--- src/rtl/axi_lite_gpio_slave.sv ---
// ---------------------------------------------------------------------------
// axi_lite_gpio_slave
//
// AXI4-Lite slave that exposes a small GPIO block: an LED output register,
// a scratch register, a synchronized view of the GPI inputs and a fixed ID.
//
// Register map (byte offsets, only address bits [4:2] are decoded):
//   0x00 DATA_OUT  RW  drives LED_tri_o (bits at GPIO_W and above read 0)
//   0x04 SCRATCH   RW  general-purpose 32-bit storage
//   0x08 DATA_IN   RO  GPI_tri_i after a 2-flop synchronizer
//   0x0C ID        RO  32'h6770_0001
//   0x10 IRQ_EN    RW  (only with AXI_GPIO_IRQ_EN)
//   0x14 IRQ_STAT  W1C (only with AXI_GPIO_IRQ_EN)
// Unmapped reads return SLVERR with RDATA 0; writes to RO or unmapped
// offsets return SLVERR and change nothing.
//
// Optional feature macro: AXI_GPIO_IRQ_EN adds the IRQ output and the two
// interrupt registers. Any change of a synchronized DATA_IN bit sets its
// IRQ_STAT bit; IRQ = |(IRQ_STAT & IRQ_EN), registered.
//
// Ports:
//   ACLK, ARESETn            clock (rising edge), async active-low reset
//   S_AXI_AW*/W*/B*          AXI-Lite write address / data / response
//   S_AXI_AR*/R*             AXI-Lite read address / data
//   IRQ                      interrupt output (macro builds only)
//   LED_tri_o                DATA_OUT register output
//   GPI_tri_i                asynchronous general-purpose inputs
// ---------------------------------------------------------------------------
module axi_lite_gpio_slave #(
  parameter int ADDR_W = 5,
  parameter int GPIO_W = 32
) (
  input  logic              ACLK,
  input  logic              ARESETn,
  input  logic [ADDR_W-1:0] S_AXI_AWADDR,
  input  logic              S_AXI_AWVALID,
  output logic              S_AXI_AWREADY,
  input  logic [31:0]       S_AXI_WDATA,
  input  logic [3:0]        S_AXI_WSTRB,
  input  logic              S_AXI_WVALID,
  output logic              S_AXI_WREADY,
  output logic [1:0]        S_AXI_BRESP,
  output logic              S_AXI_BVALID,
  input  logic              S_AXI_BREADY,
  input  logic [ADDR_W-1:0] S_AXI_ARADDR,
  input  logic              S_AXI_ARVALID,
  output logic              S_AXI_ARREADY,
  output logic [31:0]       S_AXI_RDATA,
  output logic [1:0]        S_AXI_RRESP,
  output logic              S_AXI_RVALID,
  input  logic              S_AXI_RREADY,
`ifdef AXI_GPIO_IRQ_EN
  output logic              IRQ,
`endif
  output logic [GPIO_W-1:0] LED_tri_o,
  input  logic [GPIO_W-1:0] GPI_tri_i
);

  localparam logic [1:0]  RESP_OKAY   = 2'b00;
  localparam logic [1:0]  RESP_SLVERR = 2'b10;
  localparam logic [31:0] ID_VALUE    = 32'h6770_0001;

  localparam logic [2:0] SEL_DATA_OUT = 3'd0;
  localparam logic [2:0] SEL_SCRATCH  = 3'd1;
  localparam logic [2:0] SEL_DATA_IN  = 3'd2;
  localparam logic [2:0] SEL_ID       = 3'd3;
`ifdef AXI_GPIO_IRQ_EN
  localparam logic [2:0] SEL_IRQ_EN   = 3'd4;
  localparam logic [2:0] SEL_IRQ_STAT = 3'd5;
`endif

  typedef enum logic {W_IDLE = 1'b0, W_RESP = 1'b1} w_state_t;
  typedef enum logic {R_IDLE = 1'b0, R_DATA = 1'b1} r_state_t;

  // Byte-lane merge for GPIO_W-wide registers.
  function automatic logic [GPIO_W-1:0] merge_gpio(input logic [GPIO_W-1:0] old_v,
                                                   input logic [31:0]       wdata,
                                                   input logic [3:0]        strb);
    logic [GPIO_W-1:0] res;
    for (int i = 0; i < GPIO_W; i++) begin
      res[i] = strb[i/8] ? wdata[i] : old_v[i];
    end
    return res;
  endfunction

  // Byte-lane merge for full 32-bit registers.
  function automatic logic [31:0] merge_32(input logic [31:0] old_v,
                                           input logic [31:0] wdata,
                                           input logic [3:0]  strb);
    logic [31:0] res;
    for (int b = 0; b < 4; b++) begin
      res[b*8 +: 8] = strb[b] ? wdata[b*8 +: 8] : old_v[b*8 +: 8];
    end
    return res;
  endfunction

  // Zero-extend a GPIO-wide value onto the 32-bit bus.
  function automatic logic [31:0] zext_gpio(input logic [GPIO_W-1:0] v);
    logic [31:0] res;
    res = '0;
    res[GPIO_W-1:0] = v;
    return res;
  endfunction

  w_state_t w_state, w_state_n;
  r_state_t r_state, r_state_n;
  logic     w_hs, r_hs;
  // Holds the READY outputs low until the first edge after reset release.
  logic     rst_done;

  logic [GPIO_W-1:0] data_out;
  logic [31:0]       scratch;
  logic [GPIO_W-1:0] gpi_s1, gpi_s2;
  logic [1:0]        bresp_q, rresp_q;
  logic [31:0]       rdata_q;

  logic [2:0]  wsel, rsel;
  logic        wr_ok;
  logic [31:0] rdata_n;
  logic [1:0]  rresp_n;

`ifdef AXI_GPIO_IRQ_EN
  logic [GPIO_W-1:0] irq_en, irq_en_n;
  logic [GPIO_W-1:0] irq_stat, irq_stat_n;
  logic [GPIO_W-1:0] gpi_prev;
  logic              irq_q;
`endif

  assign wsel = S_AXI_AWADDR[4:2];
  assign rsel = S_AXI_ARADDR[4:2];

  // Only bits [4:2] of either address take part in decoding.
  logic unused_addr;
  assign unused_addr = ^{S_AXI_AWADDR, S_AXI_ARADDR};

  // Write FSM: state register
  always_ff @(posedge ACLK or negedge ARESETn) begin
    if (!ARESETn) w_state <= W_IDLE;
    else          w_state <= w_state_n;
  end

  // Write FSM: next state and channel handshakes
  always_comb begin
    w_state_n     = w_state;
    S_AXI_AWREADY = 1'b0;
    S_AXI_WREADY  = 1'b0;
    S_AXI_BVALID  = 1'b0;
    w_hs          = 1'b0;
    case (w_state)
      W_IDLE: begin
        // Address and data are only taken together.
        if (rst_done && S_AXI_AWVALID && S_AXI_WVALID) begin
          S_AXI_AWREADY = 1'b1;
          S_AXI_WREADY  = 1'b1;
          w_hs          = 1'b1;
          w_state_n     = W_RESP;
        end
      end
      W_RESP: begin
        S_AXI_BVALID = 1'b1;
        if (S_AXI_BREADY) w_state_n = W_IDLE;
      end
      default: w_state_n = W_IDLE;
    endcase
  end

  // Read FSM: state register
  always_ff @(posedge ACLK or negedge ARESETn) begin
    if (!ARESETn) r_state <= R_IDLE;
    else          r_state <= r_state_n;
  end

  // Read FSM: next state and channel handshakes
  always_comb begin
    r_state_n     = r_state;
    S_AXI_ARREADY = 1'b0;
    S_AXI_RVALID  = 1'b0;
    r_hs          = 1'b0;
    case (r_state)
      R_IDLE: begin
        S_AXI_ARREADY = rst_done;
        if (rst_done && S_AXI_ARVALID) begin
          r_hs      = 1'b1;
          r_state_n = R_DATA;
        end
      end
      R_DATA: begin
        S_AXI_RVALID = 1'b1;
        if (S_AXI_RREADY) r_state_n = R_IDLE;
      end
      default: r_state_n = R_IDLE;
    endcase
  end

  // Write decode: which offsets accept data
  always_comb begin
    wr_ok = 1'b0;
    case (wsel)
      SEL_DATA_OUT, SEL_SCRATCH: wr_ok = 1'b1;
`ifdef AXI_GPIO_IRQ_EN
      SEL_IRQ_EN, SEL_IRQ_STAT:  wr_ok = 1'b1;
`endif
      default:                   wr_ok = 1'b0;
    endcase
  end

  // Read mux: uses pre-edge register values, so a read that handshakes
  // together with a write to the same register sees the old contents.
  always_comb begin
    rdata_n = '0;
    rresp_n = RESP_OKAY;
    case (rsel)
      SEL_DATA_OUT: rdata_n = zext_gpio(data_out);
      SEL_SCRATCH:  rdata_n = scratch;
      SEL_DATA_IN:  rdata_n = zext_gpio(gpi_s2);
      SEL_ID:       rdata_n = ID_VALUE;
`ifdef AXI_GPIO_IRQ_EN
      SEL_IRQ_EN:   rdata_n = zext_gpio(irq_en);
      SEL_IRQ_STAT: rdata_n = zext_gpio(irq_stat);
`endif
      default:      rresp_n = RESP_SLVERR;
    endcase
  end

`ifdef AXI_GPIO_IRQ_EN
  // Interrupt next state: a fresh change on DATA_IN outranks a W1C.
  always_comb begin
    logic [GPIO_W-1:0] clr;
    irq_en_n = irq_en;
    clr      = '0;
    if (w_hs && wsel == SEL_IRQ_EN)   irq_en_n = merge_gpio(irq_en, S_AXI_WDATA, S_AXI_WSTRB);
    if (w_hs && wsel == SEL_IRQ_STAT) clr      = merge_gpio('0, S_AXI_WDATA, S_AXI_WSTRB);
    irq_stat_n = (irq_stat & ~clr) | (gpi_s2 ^ gpi_prev);
  end

  always_ff @(posedge ACLK or negedge ARESETn) begin
    if (!ARESETn) begin
      irq_en   <= '0;
      irq_stat <= '0;
      gpi_prev <= '0;
      irq_q    <= 1'b0;
    end else begin
      irq_en   <= irq_en_n;
      irq_stat <= irq_stat_n;
      gpi_prev <= gpi_s2;
      // Built from next-state values so IRQ tracks IRQ_STAT without extra lag.
      irq_q    <= |(irq_stat_n & irq_en_n);
    end
  end

  assign IRQ = irq_q;
`endif

  // Register file, synchronizer and response capture
  always_ff @(posedge ACLK or negedge ARESETn) begin
    if (!ARESETn) begin
      rst_done <= 1'b0;
      data_out <= '0;
      scratch  <= '0;
      gpi_s1   <= '0;
      gpi_s2   <= '0;
      bresp_q  <= RESP_OKAY;
      rresp_q  <= RESP_OKAY;
      rdata_q  <= '0;
    end else begin
      rst_done <= 1'b1;
      gpi_s1   <= GPI_tri_i;
      gpi_s2   <= gpi_s1;
      if (w_hs) begin
        bresp_q <= wr_ok ? RESP_OKAY : RESP_SLVERR;
        if (wsel == SEL_DATA_OUT) data_out <= merge_gpio(data_out, S_AXI_WDATA, S_AXI_WSTRB);
        if (wsel == SEL_SCRATCH)  scratch  <= merge_32(scratch, S_AXI_WDATA, S_AXI_WSTRB);
      end
      if (r_hs) begin
        rdata_q <= rdata_n;
        rresp_q <= rresp_n;
      end
    end
  end

  assign S_AXI_BRESP = bresp_q;
  assign S_AXI_RDATA = rdata_q;
  assign S_AXI_RRESP = rresp_q;
  assign LED_tri_o   = data_out;

endmodule

--- config.mk ---
export PLATFORM = sky130hd
export DESIGN_NAME = axi_lite_gpio_slave
export DESIGN_NICKNAME = d
export VERILOG_FILES = /design/src/rtl/axi_lite_gpio_slave.sv
export SDC_FILE = /design/constraint.sdc
export NUM_CORES = 1
export LEC_CHECK = 0
export CAP_MARGIN = 20
export CORE_MARGIN = 3
export CORE_UTILIZATION = 49
export DETAILED_ROUTE_END_ITERATION = 8
export PLACE_DENSITY_LB_ADDON = 0.12
export SYNTH_ARGS = -nofsm -noshare
export SYNTH_HDL_FRONTEND = slang
export SYNTH_SLANG_ARGS = --single-unit
--- constraint.sdc ---
create_clock -name ACLK -period 1.85 [get_ports ACLK]
set_input_delay 0.4625 -clock ACLK [delete_from_list [all_inputs] [get_ports ACLK]]
set_output_delay 0.4625 -clock ACLK [all_outputs]
set_load 0.01 [all_outputs]
==> qor.txt <==
Status = finished, final reports clean
Worst setup EP type = flip-flop
Leading cell type in the layout, fill and taps excluded = dfrtp_1
Pleak = 4.39 nW
Fmax = 549 MHz
Worst-case reg-to-reg path depth = 5
WL/cell = 18.7 um
Fin. Hold Viols = 0
Top_reg_cell synth = dfrtp_1
Via/cell ratio = 5.15
Mean area per synthesized cell = 15.7 um^2
#FFs+latches synth = 165
Peak supply drop = 0.652 mV
Reg2Reg Setup Slack = 0.05 ns
Vias = 3919
Clk sinks = 165
Final Wtd Congestion = 0.782
Area share of the largest cell type after synthesis = 0.669
Tot GR Track Use = 0.213
CTS root buffer = clkbuf_16
DRT iter0 DRCs = 218
Synth area leaders = dfrtp_1 (67%), mux2_2 (7.7%), mux2_4 (5.8%)
Core Rows = 40
Maximum capacitance violations = 0
Num ports = 158
Fin crit share = 0.985
DP Cell Count = 725
Hold Path Stages = 0
CP arrival = 2.11 ns
Longest Clk Path Bufs = 2
Post-synthesis sequential area ratio = 0.669
Reg2Reg Capture Point = LED_tri_o[31]$_DFFE_PN0P_
Worst Setup Slack, final = 0.0280 ns
Max Transition Viols Final = 0
Min Clock Period, post-route = 1.82 ns
Crit path max fanout = 8
CTS tree = yes
Largest net degree at the start of global routing = 49
Clock transition at path regs = 0.06 ns
Initial Util = 0.508
Area added between synthesis and finish = 44.0%
Critical path class = primary input to flip-flop
Initial antenna violation count = 0
Mapped cell area = 6170 um^2
Dpl ws = -0.513 ns
Vert. Die Dim = 118 um
Dominant cell type by area after synthesis = dfrtp_1
Number of global-route vias before repair = 4280
CP startpoint kind = primary input
Min-delay worst type = flip-flop to flip-flop
Final Non-Filler Cells = 761
WHS Endpoint = gpi_s2[7]$_DFF_PN0_
Post-Synthesis Cells = 394
CTS buffer count = 17
Worst-Skew Late Latency = 0.41 ns
Global route total overflow = 0
Setup Skew = 0.00652 ns
Port buffer count = 151
Hpwl dp = 9630 um
# fillers = 833
Pwr Density = 999 nW/um^2
Synth async-reset ratio = 1.00
Hold path startpoint = gpi_s1[7]$_DFF_PN0_
H-tree depth = 4
Post-route DRC = 0
Final WL = 14200 um
Nets = 665
Unique masters post-synth = 26
Final number of setup-violating endpoints = 0
Layout cell share with drive strength beyond 1 = 0.253
First-pass GRT wire length = 23000 um
Syn. warnings = 0
Antenna Cells = 0
Number of synthesized flops with an enable pin = 0
Critical register-to-register path startpoint = w_state$_DFF_PN0_
Core Region = 12200 um^2
Antenna viol nets, final = 0
Full die area = 14000 um^2
Drt pass-1 iters = 4
Worst EP required = 2.14 ns
Most frequent cells in the layout = dfrtp_1 (164), clkdlybuf4s50_1 (121), mux2_2 (37)
Die Span X = 118 um
[state kept, by name, summed over array words and instances, names as in the netlist]
| signal | cells |
|---|---|
| w_state | 1 |
| r_state | 1 |
| S_AXI_RDATA | 32 |
| gpi_s2 | 32 |
| S_AXI_RRESP | 1 |
| LED_tri_o | 32 |
| scratch | 32 |
| S_AXI_BRESP | 1 |
| gpi_s1 | 32 |
| rst_done | 1 |
[cells by family after synthesis]
group / synth area share
AND/OR/NAND/NOR: 0.0458
multiplexers: 0.172
flip-flops: 0.669
AO/OA/AOI/OAI: 0.0918
other: 0.00122
buffers and inverters: 0.0203
[layout make-up]
class	count	area [um^2]	area share
clock buffers	23	488	0.0549
clock inverters	9	100	0.0113
inverters	3	11.3	0.00127
multi-input cells	203	1970	0.222
flip-flops and latches	165	4130	0.465
well taps	168	210	0.0236
repair buffers	190	1980	0.222
[critical path, cell delays in order]
cell and delay [ns]:
clkdlybuf4s50_1 0.48, nand2b_1 0.20, or4_4 0.50, buf_12 0.17
mux2_4 0.29
[metrics by stage]
stage / setup TNS (ns) / area, um^2 / utilization / total power [mW] / hold WS [ns]
after global placement: -25.89 / 8170 / 0.672 / 5.46 / 0.332
after floorplan: 0 / 6180 / - / 4.68 / 0.167
after detailed placement: -27.84 / 8170 / 0.672 / 5.51 / 0.335
after CTS: 0 / 8810 / 0.725 / 8.97 / 0.348
final: 0 / 8890 / 0.731 / 8.88 / 0.347
after global routing: -0.0000591 / 8890 / 0.731 / 9.25 / 0.352
[what timing repair did]
| item | in CTS | in global routing |
|---|---|---|
| pin swaps | 2 | 5 |
| setup buffers | 3 | 2 |
| hold buffers | 1 | 0 |
| setup endpoints to repair | 47 | 69 |
| gates resized for setup | 23 | 30 |
| endpoints found under the hold margin | 4 | 0 |
[power by group]
part	internal, mW	switching [mW]
clock network	2.12	1.32
logic	0.791	0.506
registers	3.94	0.197
total	6.85	2.02
[per-layer routing]
layer,track usage,vias to the layer above,wire length [um]
li1,-,1791,-
met1,0.277,2010,6230
met2,0.347,110,6950
met3,0.0646,8,913
met4,0.0630,0,114
met5,0,-,0
[worst max-delay path by stage]
stage | from | end | slack, ns | cells past startpoint
final | S_AXI_AWADDR[4] | LED_tri_o[31]$_DFFE_PN0P_ | 0.03 | 5
after global routing | w_state$_DFF_PN0_ | scratch[14]$_DFFE_PN0P_ | -0.00006 | 6
after CTS | LED_tri_o[31]$_DFFE_PN0P_ | LED_tri_o[31] | 0.001 | 1
after detailed placement | S_AXI_AWVALID | S_AXI_WREADY | -0.51 | 4
after global placement | S_AXI_AWVALID | S_AXI_WREADY | -0.48 | 4
after floorplan | S_AXI_AWADDR[3] | LED_tri_o[10]$_DFFE_PN0P_ | 0.06 | 4
[synth_stat cells (all sizes together) (2+ instances only)]
cell	count
a211oi	8
a22o	23
buf	8
clkbuf	16
conb	2
dfrtp	165
inv	3
mux2	66
mux2i	23
nand2	11
nand2b	4
nand4b	2
nor2b	10
nor4b	3
o21ai	19
o2bb2ai	23
or4	3
Power figures use the tool's default switching activity.
